`src/rtl/string_to_board.sv`:
```
// string_to_board: parses an ASCII text stream of ROWS lines x COLS decimal
// fields back into the packed board vector. Cell values build up in a shadow
// copy of the board. The visible board is replaced in one cycle when the last
// row of a frame is complete.
module string_to_board #(
    parameter int ROWS   = 4,
    parameter int COLS   = 4,
    parameter int CELL_W = 20
) (
    input  logic                          clk,
    input  logic                          rst,
    input  logic [7:0]                    char_in,
    input  logic                          char_valid,
    output logic [ROWS*COLS*CELL_W-1:0]   board,
    output logic                          board_valid,
    output logic                          parse_err,
    output logic                          busy
);

    localparam int BOARD_W = ROWS * COLS * CELL_W;
    localparam int ROW_W   = $clog2(ROWS + 1);
    localparam int COL_W   = $clog2(COLS + 1);
    localparam int IDX_W   = (ROWS * COLS > 1) ? $clog2(ROWS * COLS) : 1;
    // Four guard bits hold acc*10+9 without wrapping, so an overflow is seen.
    localparam int ACC_W   = CELL_W + 4;

    localparam logic [COL_W-1:0] COLS_C     = COL_W'(COLS);
    localparam logic [ROW_W-1:0] LAST_ROW_C = ROW_W'(ROWS - 1);
    localparam logic [IDX_W-1:0] COLS_IDX_C = IDX_W'(COLS);

    typedef enum logic [1:0] {
        ST_SEP = 2'd0,
        ST_NUM = 2'd1,
        ST_DOT = 2'd2,
        ST_ERR = 2'd3
    } state_t;

    state_t               state_q, state_d;
    logic [CELL_W-1:0]    acc_q, acc_d;
    logic [ROW_W-1:0]     row_q, row_d;
    logic [COL_W-1:0]     col_q, col_d;
    logic [BOARD_W-1:0]   shadow_q, shadow_d;
    logic [BOARD_W-1:0]   board_q, board_d;
    logic                 board_valid_q, board_valid_d;
    logic                 parse_err_q, parse_err_d;
    logic                 busy_q, busy_d;

    logic                 is_digit_s, is_dot_s, is_sep_s, is_nl_s, is_cr_s;
    logic [3:0]           digit_s;
    logic [ACC_W-1:0]     acc_ext_s, acc_mul_s;
    logic                 acc_ovf_s;
    logic [IDX_W-1:0]     cell_idx_s;

    // Character classification, decimal accumulate step and shadow cell index
    always_comb begin
        is_digit_s = (char_in >= 8'h30) && (char_in <= 8'h39);
        is_dot_s   = (char_in == 8'h2E);
        is_sep_s   = (char_in == 8'h20) || (char_in == 8'h7C);
        is_nl_s    = (char_in == 8'h0A);
        is_cr_s    = (char_in == 8'h0D);
        digit_s    = char_in[3:0];
        acc_ext_s  = {4'd0, acc_q};
        acc_mul_s  = (acc_ext_s << 3) + (acc_ext_s << 1) + {{(ACC_W-4){1'b0}}, digit_s};
        acc_ovf_s  = (acc_mul_s[ACC_W-1:CELL_W] != 4'd0);
        cell_idx_s = IDX_W'(row_q) * COLS_IDX_C + IDX_W'(col_q);
    end

    // Parser next state: field store, end-of-row check, commit and error entry
    always_comb begin
        logic              store_v;
        logic              eor_v;
        logic              err_v;
        logic [CELL_W-1:0] store_val_v;
        logic [COL_W-1:0]  col_v;

        state_d       = state_q;
        acc_d         = acc_q;
        row_d         = row_q;
        col_d         = col_q;
        shadow_d      = shadow_q;
        board_d       = board_q;
        board_valid_d = 1'b0;
        parse_err_d   = 1'b0;
        busy_d        = busy_q;
        store_v       = 1'b0;
        eor_v         = 1'b0;
        err_v         = 1'b0;
        store_val_v   = {CELL_W{1'b0}};
        col_v         = col_q;

        if (char_valid && !is_cr_s) begin
            // The first significant character of a frame marks it in progress;
            // a blank line at the frame start does not.
            if ((state_q == ST_SEP) && (row_q == {ROW_W{1'b0}}) &&
                (col_q == {COL_W{1'b0}}) && !is_nl_s) begin
                busy_d = 1'b1;
            end else begin
                busy_d = busy_q;
            end

            case (state_q)
                ST_SEP: begin
                    if (is_digit_s) begin
                        acc_d   = {{(CELL_W-4){1'b0}}, digit_s};
                        state_d = ST_NUM;
                    end else if (is_dot_s) begin
                        state_d = ST_DOT;
                    end else if (is_sep_s) begin
                        state_d = ST_SEP;
                    end else if (is_nl_s) begin
                        // A newline with no fields on the line is a blank line.
                        eor_v = (col_q != {COL_W{1'b0}});
                    end else begin
                        err_v = 1'b1;
                    end
                end
                ST_NUM: begin
                    if (is_digit_s) begin
                        if (acc_ovf_s) begin
                            err_v = 1'b1;
                        end else begin
                            acc_d = acc_mul_s[CELL_W-1:0];
                        end
                    end else if (is_sep_s) begin
                        store_v     = 1'b1;
                        store_val_v = acc_q;
                        state_d     = ST_SEP;
                    end else if (is_nl_s) begin
                        store_v     = 1'b1;
                        store_val_v = acc_q;
                        eor_v       = 1'b1;
                        state_d     = ST_SEP;
                    end else begin
                        err_v = 1'b1;
                    end
                end
                ST_DOT: begin
                    if (is_sep_s) begin
                        store_v = 1'b1;
                        state_d = ST_SEP;
                    end else if (is_nl_s) begin
                        store_v = 1'b1;
                        eor_v   = 1'b1;
                        state_d = ST_SEP;
                    end else begin
                        err_v = 1'b1;
                    end
                end
                ST_ERR: begin
                    if (is_nl_s) begin
                        row_d    = {ROW_W{1'b0}};
                        col_d    = {COL_W{1'b0}};
                        shadow_d = {BOARD_W{1'b0}};
                        state_d  = ST_SEP;
                    end else begin
                        state_d  = ST_ERR;
                    end
                end
                default: begin
                    err_v = 1'b1;
                end
            endcase
        end else begin
            busy_d = busy_q;
        end

        // Store a completed field; a field beyond the last column is an error.
        if (store_v) begin
            if (col_q == COLS_C) begin
                err_v = 1'b1;
            end else begin
                shadow_d[CELL_W*cell_idx_s +: CELL_W] = store_val_v;
                col_v = col_q + COL_W'(1);
                col_d = col_v;
            end
        end else begin
            col_v = col_q;
        end

        // End-of-row check sees the column count after this character's store.
        if (eor_v && !err_v) begin
            if (col_v != COLS_C) begin
                err_v = 1'b1;
            end else if (row_q == LAST_ROW_C) begin
                board_d       = shadow_d;
                board_valid_d = 1'b1;
                shadow_d      = {BOARD_W{1'b0}};
                row_d         = {ROW_W{1'b0}};
                col_d         = {COL_W{1'b0}};
                busy_d        = 1'b0;
            end else begin
                row_d = row_q + ROW_W'(1);
                col_d = {COL_W{1'b0}};
            end
        end else begin
            eor_v = 1'b0;
        end

        // Abort the frame; a newline resynchronises at once, else wait for one.
        if (err_v) begin
            parse_err_d = 1'b1;
            shadow_d    = {BOARD_W{1'b0}};
            acc_d       = {CELL_W{1'b0}};
            row_d       = {ROW_W{1'b0}};
            col_d       = {COL_W{1'b0}};
            busy_d      = 1'b0;
            state_d     = is_nl_s ? ST_SEP : ST_ERR;
        end else begin
            parse_err_d = 1'b0;
        end
    end

    // Parser state and registered outputs with synchronous reset
    always_ff @(posedge clk) begin
        if (rst) begin
            state_q       <= ST_SEP;
            acc_q         <= {CELL_W{1'b0}};
            row_q         <= {ROW_W{1'b0}};
            col_q         <= {COL_W{1'b0}};
            shadow_q      <= {BOARD_W{1'b0}};
            board_q       <= {BOARD_W{1'b0}};
            board_valid_q <= 1'b0;
            parse_err_q   <= 1'b0;
            busy_q        <= 1'b0;
        end else begin
            state_q       <= state_d;
            acc_q         <= acc_d;
            row_q         <= row_d;
            col_q         <= col_d;
            shadow_q      <= shadow_d;
            board_q       <= board_d;
            board_valid_q <= board_valid_d;
            parse_err_q   <= parse_err_d;
            busy_q        <= busy_d;
        end
    end

    assign board       = board_q;
    assign board_valid = board_valid_q;
    assign parse_err   = parse_err_q;
    assign busy        = busy_q;

endmodule

```
`config.mk`:
```
export PLATFORM = sky130hd
export DESIGN_NAME = string_to_board
export DESIGN_NICKNAME = d
export VERILOG_FILES = /design/src/rtl/string_to_board.sv
export SDC_FILE = /design/constraint.sdc
export NUM_CORES = 1
export LEC_CHECK = 0
export CORE_UTILIZATION = 45
export DETAILED_ROUTE_END_ITERATION = 8
export GPL_ROUTABILITY_DRIVEN = 0
export PLACE_DENSITY = 0.69
export RECOVER_POWER = 100
export SETUP_SLACK_MARGIN = 0.5
export SLEW_MARGIN = 25
export SYNTH_ARGS = -nofsm -noshare
export SYNTH_HDL_FRONTEND = slang
export SYNTH_SLANG_ARGS = --single-unit
export TNS_END_PERCENT = 50
```
`constraint.sdc`:
```
create_clock -name clk -period 4.75 [get_ports clk]
set_clock_uncertainty 0.1 [all_clocks]
set_input_delay 0.95 -clock clk [delete_from_list [all_inputs] [get_ports clk]]
set_output_delay 0.95 -clock clk [all_outputs]
set_load 0.02 [all_outputs]
```
# Yosys cells after proc, flatten, opt, wreduce, memory -nomap -nowiden

Index checks and enable logic that the tools add are counted.

Flip-flop bits (word level): 671
Input bits: 11

Add/subtract/negate cells: 6
$mul: 1
$lt $le $gt $ge: 2
Equal/unequal tests: 16
Shifts and indexed selects: 2
Mux-type cells: 75
Bitwise gates (word level): 2
Reduce and logical (&&, ||, !) cells: 22

Operator list:

| operator                    | count |
|---|---|
| $mux W320                   | 8 |
| $bwmux W320                 | 1 |
| $shift A20 B34 Y320 const A | 1 |
| $shiftx A20 B34 Y320        | 1 |
| $mux W20                    | 8 |
| $mux W3                     | 15 |
| $pmux W20 S2                | 1 |
| $neg A9 Y34                 | 1 |
| $mux W1                     | 29 |
| $add A23 B21 Y24            | 1 |
| $add A24 B4 Y24             | 1 |
| $mux W2                     | 9 |
| $eq A8 B4 Y1 const B        | 2 |
| $eq A8 B6 Y1 const B        | 2 |
| $eq A8 B7 Y1 const B        | 1 |
| $ge A8 B6 Y1 const B        | 1 |
| $le A8 B6 Y1 const B        | 1 |
| $pmux W2 S4                 | 1 |
| $mul A3 B4 Y7 const A       | 1 |
| $add A3 B1 Y3 const B       | 2 |
| $logic_and A1 B1 Y1         | 6 |
| $logic_not A3 Y1            | 2 |
| $ne A2 B2 Y1 const B        | 3 |
| $ne A3 B3 Y1 const B        | 2 |
| other kinds (19)            | 26 |

# Depth between registers and ports, before layout

Depth after elaboration: 14
Gate-level depth with buffers: 19
Depth with buffers taken out: 18

# Worst setup path before layout

Ideal clock, no wire load.

Path type: register to register
Start: reg row_q[0]
End: reg board_q[18], in the netlist board[18]
Library setup time: 0.086 ns
Arrival time: 4.828 ns
Path slack: -0.263 ns
Cell stages (with the launch flop): 18
Buffers on the path: 2
Clock period less this slack: 5.013 ns
Path through: dfxtp_1 -> ha_1 -> xor2_1 -> ha_1 -> ha_1 -> inv_1 -> fa_1 -> clkbuf_1 -> nor3b_1 -> nand2_1 -> nor2_1 -> ha_1 -> o21ai_1 -> or4_1 -> clkbuf_1 -> o31ai_1 -> mux2_2 -> a211oi_1

Cells in the longest elaborated chain, start to end: 7
Elaborated cells on any way between the ends: 10

RTL lines:

| item                                                        | line | RTL |
|---|---|---|
| start, declared                                             | 40   | `logic [ROW_W-1:0] row_q, row_d;` |
| start signal, assigned                                      | 218  | `row_q <= {ROW_W{1'b0}};` |
| start signal, assigned                                      | 228  | `row_q <= row_d;` |
| $add A4 B3 Y4                                               | 65   | `cell_idx_s = IDX_W'(row_q) * COLS_IDX_C + IDX_W'(col_q);` |
| $mul A3 B4 Y7                                               | 172  | `shadow_d[CELL_W*cell_idx_s +: CELL_W] = store_val_v;` |
| $neg A9 Y34                                                 | 172  |  |
| $shiftx A20 B34 Y320 or $shift A20 B34 Y320 (tied branches) | 172  |  |
| $bwmux W320                                                 | 172  |  |
| $mux W320                                                   | 169  | `if (col_q == COLS_C) begin` |
| $mux W320                                                   | 168  | `if (store_v) begin` |
| end signal, assigned                                        | 221  | `board_q <= {BOARD_W{1'b0}};` |
| end signal, assigned                                        | 231  | `board_q <= board_d;` |
| end, declared                                               | 43   | `logic [BOARD_W-1:0] board_q, board_d;` |

Parallel ways exist; a longest one is shown, timed or not.
A chain may end at the register's enable or synchronous reset.

# Worst setup path in the final report

Start: reg col_q[2]
End: reg board_q[180], in the netlist board[180]

Cells in the longest elaborated chain, start to end: 9
Elaborated cells on any way between the ends: 26

RTL lines:

| item                                                                | line | RTL |
|---|---|---|
| start, declared                                                     | 41   | `logic [COL_W-1:0] col_q, col_d;` |
| start signal, assigned                                              | 219  | `col_q <= {COL_W{1'b0}};` |
| start signal, assigned                                              | 229  | `col_q <= col_d;` |
| parallel branches: the longest is 9 deep, another holds $neg A9 Y34 | -    |  |

Parallel ways; which one is timed is not known.

==> metrics.txt <==
# TYPE chip_impl_metric gauge
chip_impl_metric{name="clock_power_share",unit=""} 0.416
chip_impl_metric{name="preCtsSetupSlack",unit="ps"} -713
chip_impl_metric{name="synthCells",unit=""} 3440
chip_impl_metric{name="max-cap-violations",unit=""} 0
chip_impl_metric{name="ir_worst_vdd",unit="mV"} 0.244
chip_impl_metric{name="number_of_placed_instances_taps_included",unit=""} 4740
chip_impl_info{name="violated_checks",value="design-rule violations"} 1
chip_impl_metric{name="numClockSinks",unit=""} 671
chip_impl_metric{name="detail_route.vias_per_cell",unit=""} 6.06
chip_impl_info{name="topRoutingLayerUsed",value="met4"} 1
chip_impl_info{name="synth_top_area_cell",value="dfxtp_1"} 1
chip_impl_metric{name="die_h",unit="µm"} 262
chip_impl_metric{name="finalSetupViolations",unit=""} 0
chip_impl_metric{name="gr-usage-all-layers",unit=""} 0.322
chip_impl_metric{name="dpl-instance-area",unit="mm²"} 0.0366
chip_impl_metric{name="clk_pin_slew",unit="ps"} 70
chip_impl_metric{name="yosys_register_bits",unit=""} 671
chip_impl_metric{name="drt_pre_antenna_iters",unit=""} 9
chip_impl_metric{name="detailroute.via_count",unit=""} 30019
chip_impl_metric{name="wl_met2",unit="mm"} 51.2
chip_impl_metric{name="routed_wirelength",unit="mm"} 117
chip_impl_metric{name="required",unit="ps"} 5120
chip_impl_metric{name="routedWlPerCell",unit="µm"} 23.6
chip_impl_metric{name="yosysUniqueCellTypes",unit=""} 81
chip_impl_metric{name="tritoncts.num_buffers",unit=""} 70
chip_impl_metric{name="placement_rows",unit=""} 94
chip_impl_metric{name="combPwrFrac",unit=""} 0.167
chip_impl_metric{name="postLayoutSetupSlackWorst",unit="ps"} 186
chip_impl_metric{name="drt_iter0_markers",unit=""} 3642
chip_impl_info{name="tritoncts",value="done"} 1
chip_impl_metric{name="yosysTopAreaCellShare",unit=""} 0.443
chip_impl_info{name="path_class",value="flip-flop to flip-flop"} 1
chip_impl_metric{name="maxClockFrequency",unit="MHz"} 219
chip_impl_metric{name="design_power_total",unit="W"} 0.0136
chip_impl_metric{name="cts_max_path_buffers",unit=""} 3
chip_impl_info{name="synth.area.top_cells",value="dfxtp_1 (44%), nor2_4 (8.1%), nor2_1 (8.1%)"} 1
chip_impl_metric{name="synth-async-reset-ratio",unit=""} 0
chip_impl_info{name="min_path_type",value="flip-flop to flip-flop"} 1
chip_impl_info{name="critical_path.startpoint",value="col_q[2]"} 1
chip_impl_info{name="clockRootBuffer",value="clkbuf_16"} 1
chip_impl_metric{name="post-route-period-util",unit=""} 0.961
chip_impl_metric{name="reg2reg_setup_slack",unit="ps"} 190
chip_impl_info{name="outcome",value="finished, violations left"} 1
chip_impl_metric{name="global_route_wire_length_before_repair",unit="mm"} 168
chip_impl_metric{name="path_max_fanout",unit=""} 17
chip_impl_metric{name="cp_data_arrival_time",unit="ps"} 4930
chip_impl_metric{name="finalSetupTns",unit="ps"} 0
chip_impl_metric{name="ys.warnings.count",unit=""} 0
chip_impl_metric{name="final_layout_size_suffix_gt1_frac",unit=""} 0.280
chip_impl_metric{name="power_switching_share",unit=""} 0.265
chip_impl_info{name="synth_top_flop_cell",value="dfxtp_1"} 1
chip_impl_metric{name="cellPowerDensity",unit="mW/mm²"} 318
chip_impl_metric{name="drcViolationCount",unit=""} 24
chip_impl_metric{name="antenna_violating_nets_left",unit=""} 0
chip_impl_metric{name="hpwl",unit="mm"} 77.8
chip_impl_metric{name="total_leakage_power",unit="nW"} 15.3
chip_impl_metric{name="area_delta_synth_final",unit="%"} 40.6
chip_impl_metric{name="worst_skew_pair.late_latency",unit="ps"} 630
chip_impl_info{name="rsz0062_at_grt",value="true"} 1
chip_impl_metric{name="initial_utilization",unit=""} 0.458
chip_impl_info{name="rr_endpoint",value="board[180]"} 1
chip_impl_metric{name="grt_start_max_net_pins",unit=""} 86
chip_impl_info{name="crit_end",value="board[180]"} 1
chip_impl_metric{name="timing.max_slew.rel_slack",unit=""} 0.283
chip_impl_metric{name="antenna_violations_before_repair",unit=""} 3
chip_impl_info{name="worstReg2RegStart",value="col_q[2]"} 1
chip_impl_metric{name="buffer_ports.inserted",unit=""} 333
chip_impl_metric{name="die_area",unit="mm²"} 0.0685
chip_impl_metric{name="syn-num-nets",unit=""} 3511
chip_impl_metric{name="slew_viol_final",unit=""} 0
chip_impl_metric{name="syn_area",unit="mm²"} 0.0304
chip_impl_metric{name="gr-total-overflow",unit=""} 0
chip_impl_metric{name="cts_htree_levels",unit=""} 3
chip_impl_metric{name="layout.cell_area.non_filler",unit="mm²"} 0.0427
chip_impl_info{name="kind_of_end_point_of_the_critical_path",value="flip-flop"} 1
chip_impl_metric{name="slew_at_the_pin_closest_to_its_max_slew_limit",unit="ps"} 1060
chip_impl_metric{name="num-nets-final",unit=""} 4106
chip_impl_metric{name="wl_met1",unit="mm"} 45.8
chip_impl_metric{name="p_seq_frac",unit=""} 0.417
chip_impl_metric{name="synth_seq_area_share",unit=""} 0.443
chip_impl_metric{name="die-width",unit="µm"} 262
chip_impl_metric{name="ioPinCount",unit=""} 334
chip_impl_metric{name="register_to_register_path_depth",unit=""} 17
chip_impl_metric{name="power_switching",unit="W"} 0.00359
chip_impl_metric{name="post-route-min-period",unit="ps"} 4560
chip_impl_metric{name="core_region_area",unit="mm²"} 0.0662
chip_impl_metric{name="hold_viol",unit=""} 0
chip_impl_metric{name="via_count_of_the_first_global_routing_pass",unit=""} 27563
chip_impl_metric{name="layout.cells.non_filler",unit=""} 4953
chip_impl_info{name="timing.critical_path.from_type",value="flip-flop"} 1
chip_impl_metric{name="synth-edff-count",unit=""} 0
chip_impl_metric{name="syn-mean-instance-area",unit="µm²"} 8.82
chip_impl_metric{name="routed-wl-met3",unit="mm"} 12.1
chip_impl_metric{name="internal_power",unit="W"} 0.00997
layer usage:
metal | vias up | global-route usage
li1 | 13621 | -
met1 | 14178 | 0.412
met2 | 1740 | 0.494
met3 | 480 | 0.0829
met4 | 0 | 0.181
met5 | - | 0
cell usage in the layout, fill, tap and decap left out, types with 16 or more instances in the layout:
master         synthesis  layout
buf_16                 0      37
buf_6                  1      19
buf_12                22      49
ha_1                  57      51
dfxtp_1              671     667
a31oi_2                0      81
dlygate4sd3_1          0     323
mux2i_1               28      24
a31oi_1              253     161
nor2_4               219     279
clkbuf_8               0      18
nor2_2                 1      28
nor3_1                63      50
nand3_2                0      21
and3_1                25      24
a21oi_1              202     172
mux2_2                32      27
clkbuf_16              0      76
o22ai_1               31      30
a211oi_1             225     218
nor2_1               653     566
inv_1                 19      17
buf_4                  0     315
a21oi_2                0      27
clkbuf_1             170      16
a22oi_1               23      23
nand3_1               88      58
nand2_1              186     172
o21ai_0              145     144
timing repair:
item,in CTS,in global routing
pin swaps,129,58
gates cloned,25,5
gates resized for setup,258,274
setup buffers,24,33
hold buffers,0,0
endpoints found under the setup margin,661,642
power groups by stage:
stage                     logic (W)  clock network (W)  registers, W
final                       0.00226            0.00564       0.00566
after global routing        0.00233            0.00590       0.00566
after CTS                   0.00204            0.00566       0.00566
after detailed placement    0.00124                  0       0.00578
after global placement      0.00123                  0       0.00579
after floorplan             0.00110                  0       0.00578
registers in the layout (all words and copies together), names as in the netlist:
name / cells
row_q: 3
shadow_q: 320
parse_err: 1
state_q: 2
board_valid: 1
busy: 1
board: 320
acc_q: 20
col_q: 3
final cells by class:
class                   count  area, µm²
fillers                  5172      23500
inverters                  21       83.8
diodes                      2       5.00
flip-flops and latches    671      13400
clock inverters            26        284
clock buffers              98       2070
multi-input cells        2495      17500
repair buffers            776       8220
well taps                 864       1080
worst min path at each step:
stage / start / endpoint / slack [ps] / cells after the start
2_1_floorplan: shadow_q[5] / shadow_q[5] / 350 / 2
3_3_place_gp: shadow_q[5] / shadow_q[5] / 380 / 2
3_5_place_dp: row_q[2] / row_q[2] / 370 / 1
4_1_cts: row_q[2] / row_q[2] / 380 / 1
5_1_grt: row_q[2] / row_q[2] / 410 / 1
6_report: row_q[2] / row_q[2] / 390 / 1
metrics by stage:
stage / util / hold slack [ps]
3_3_place_gp: 0.553 / 375
5_1_grt: 0.644 / 409
4_1_cts: 0.621 / 383
6_report: 0.644 / 386
2_1_floorplan: - / 352
3_5_place_dp: 0.553 / 375
critical path, stage by stage, from the launching register on:
cell      delay [ps]
dfxtp_4          350
ha_4             180
xor2_4           190
ha_4             280
ha_4             130
inv_2             40
fa_2             590
buf_4            130
or3b_2           460
buf_4            170
o21ai_0          290
o31ai_4          150
and4_4           250
buf_8            180
nand3_2          220
nor2_1           100
a31oi_1          440
a211oi_1         150
Yosys cell counts (all sizes together), types with 4 or more instances:
cell type,instances
nor2,873
dfxtp,671
a31oi,253
a211oi,225
a21oi,202
nand2,186
clkbuf,170
o21ai,153
nand3,88
buf,83
nor3,63
ha,57
mux2,32
o22ai,31
mux2i,28
and3,25
a22oi,23
nor4,21
inv,19
a21o,16
or3,16
and2,15
nand4,15
o31ai,13
a32oi,11
nor2b,9
o31a,9
xnor2,9
nand2b,7
o211ai,7
o21a,7
o2bb2ai,7
or4,7
xor2,7
and4,6
a221o,5
nor3b,5
or2,5
a2111oi,4
o2111ai,4
cells by family (layout without fill, tap and decap cells):
group | count (synthesis) | after routing | share of synthesized area
multiplexers | 60 | 60 | 0.0211
buffers and inverters | 274 | 921 | 0.0514
AND/OR/NAND/NOR | 1351 | 1351 | 0.242
other | 0 | 2 | 0
adder cells (fa/ha/maj) | 60 | 60 | 0.0255
AO/OA/AOI/OAI | 1007 | 1007 | 0.212
flip-flops | 671 | 671 | 0.443
XOR/XNOR | 17 | 17 | 0.00536
Power figures use the tool's default switching activity.
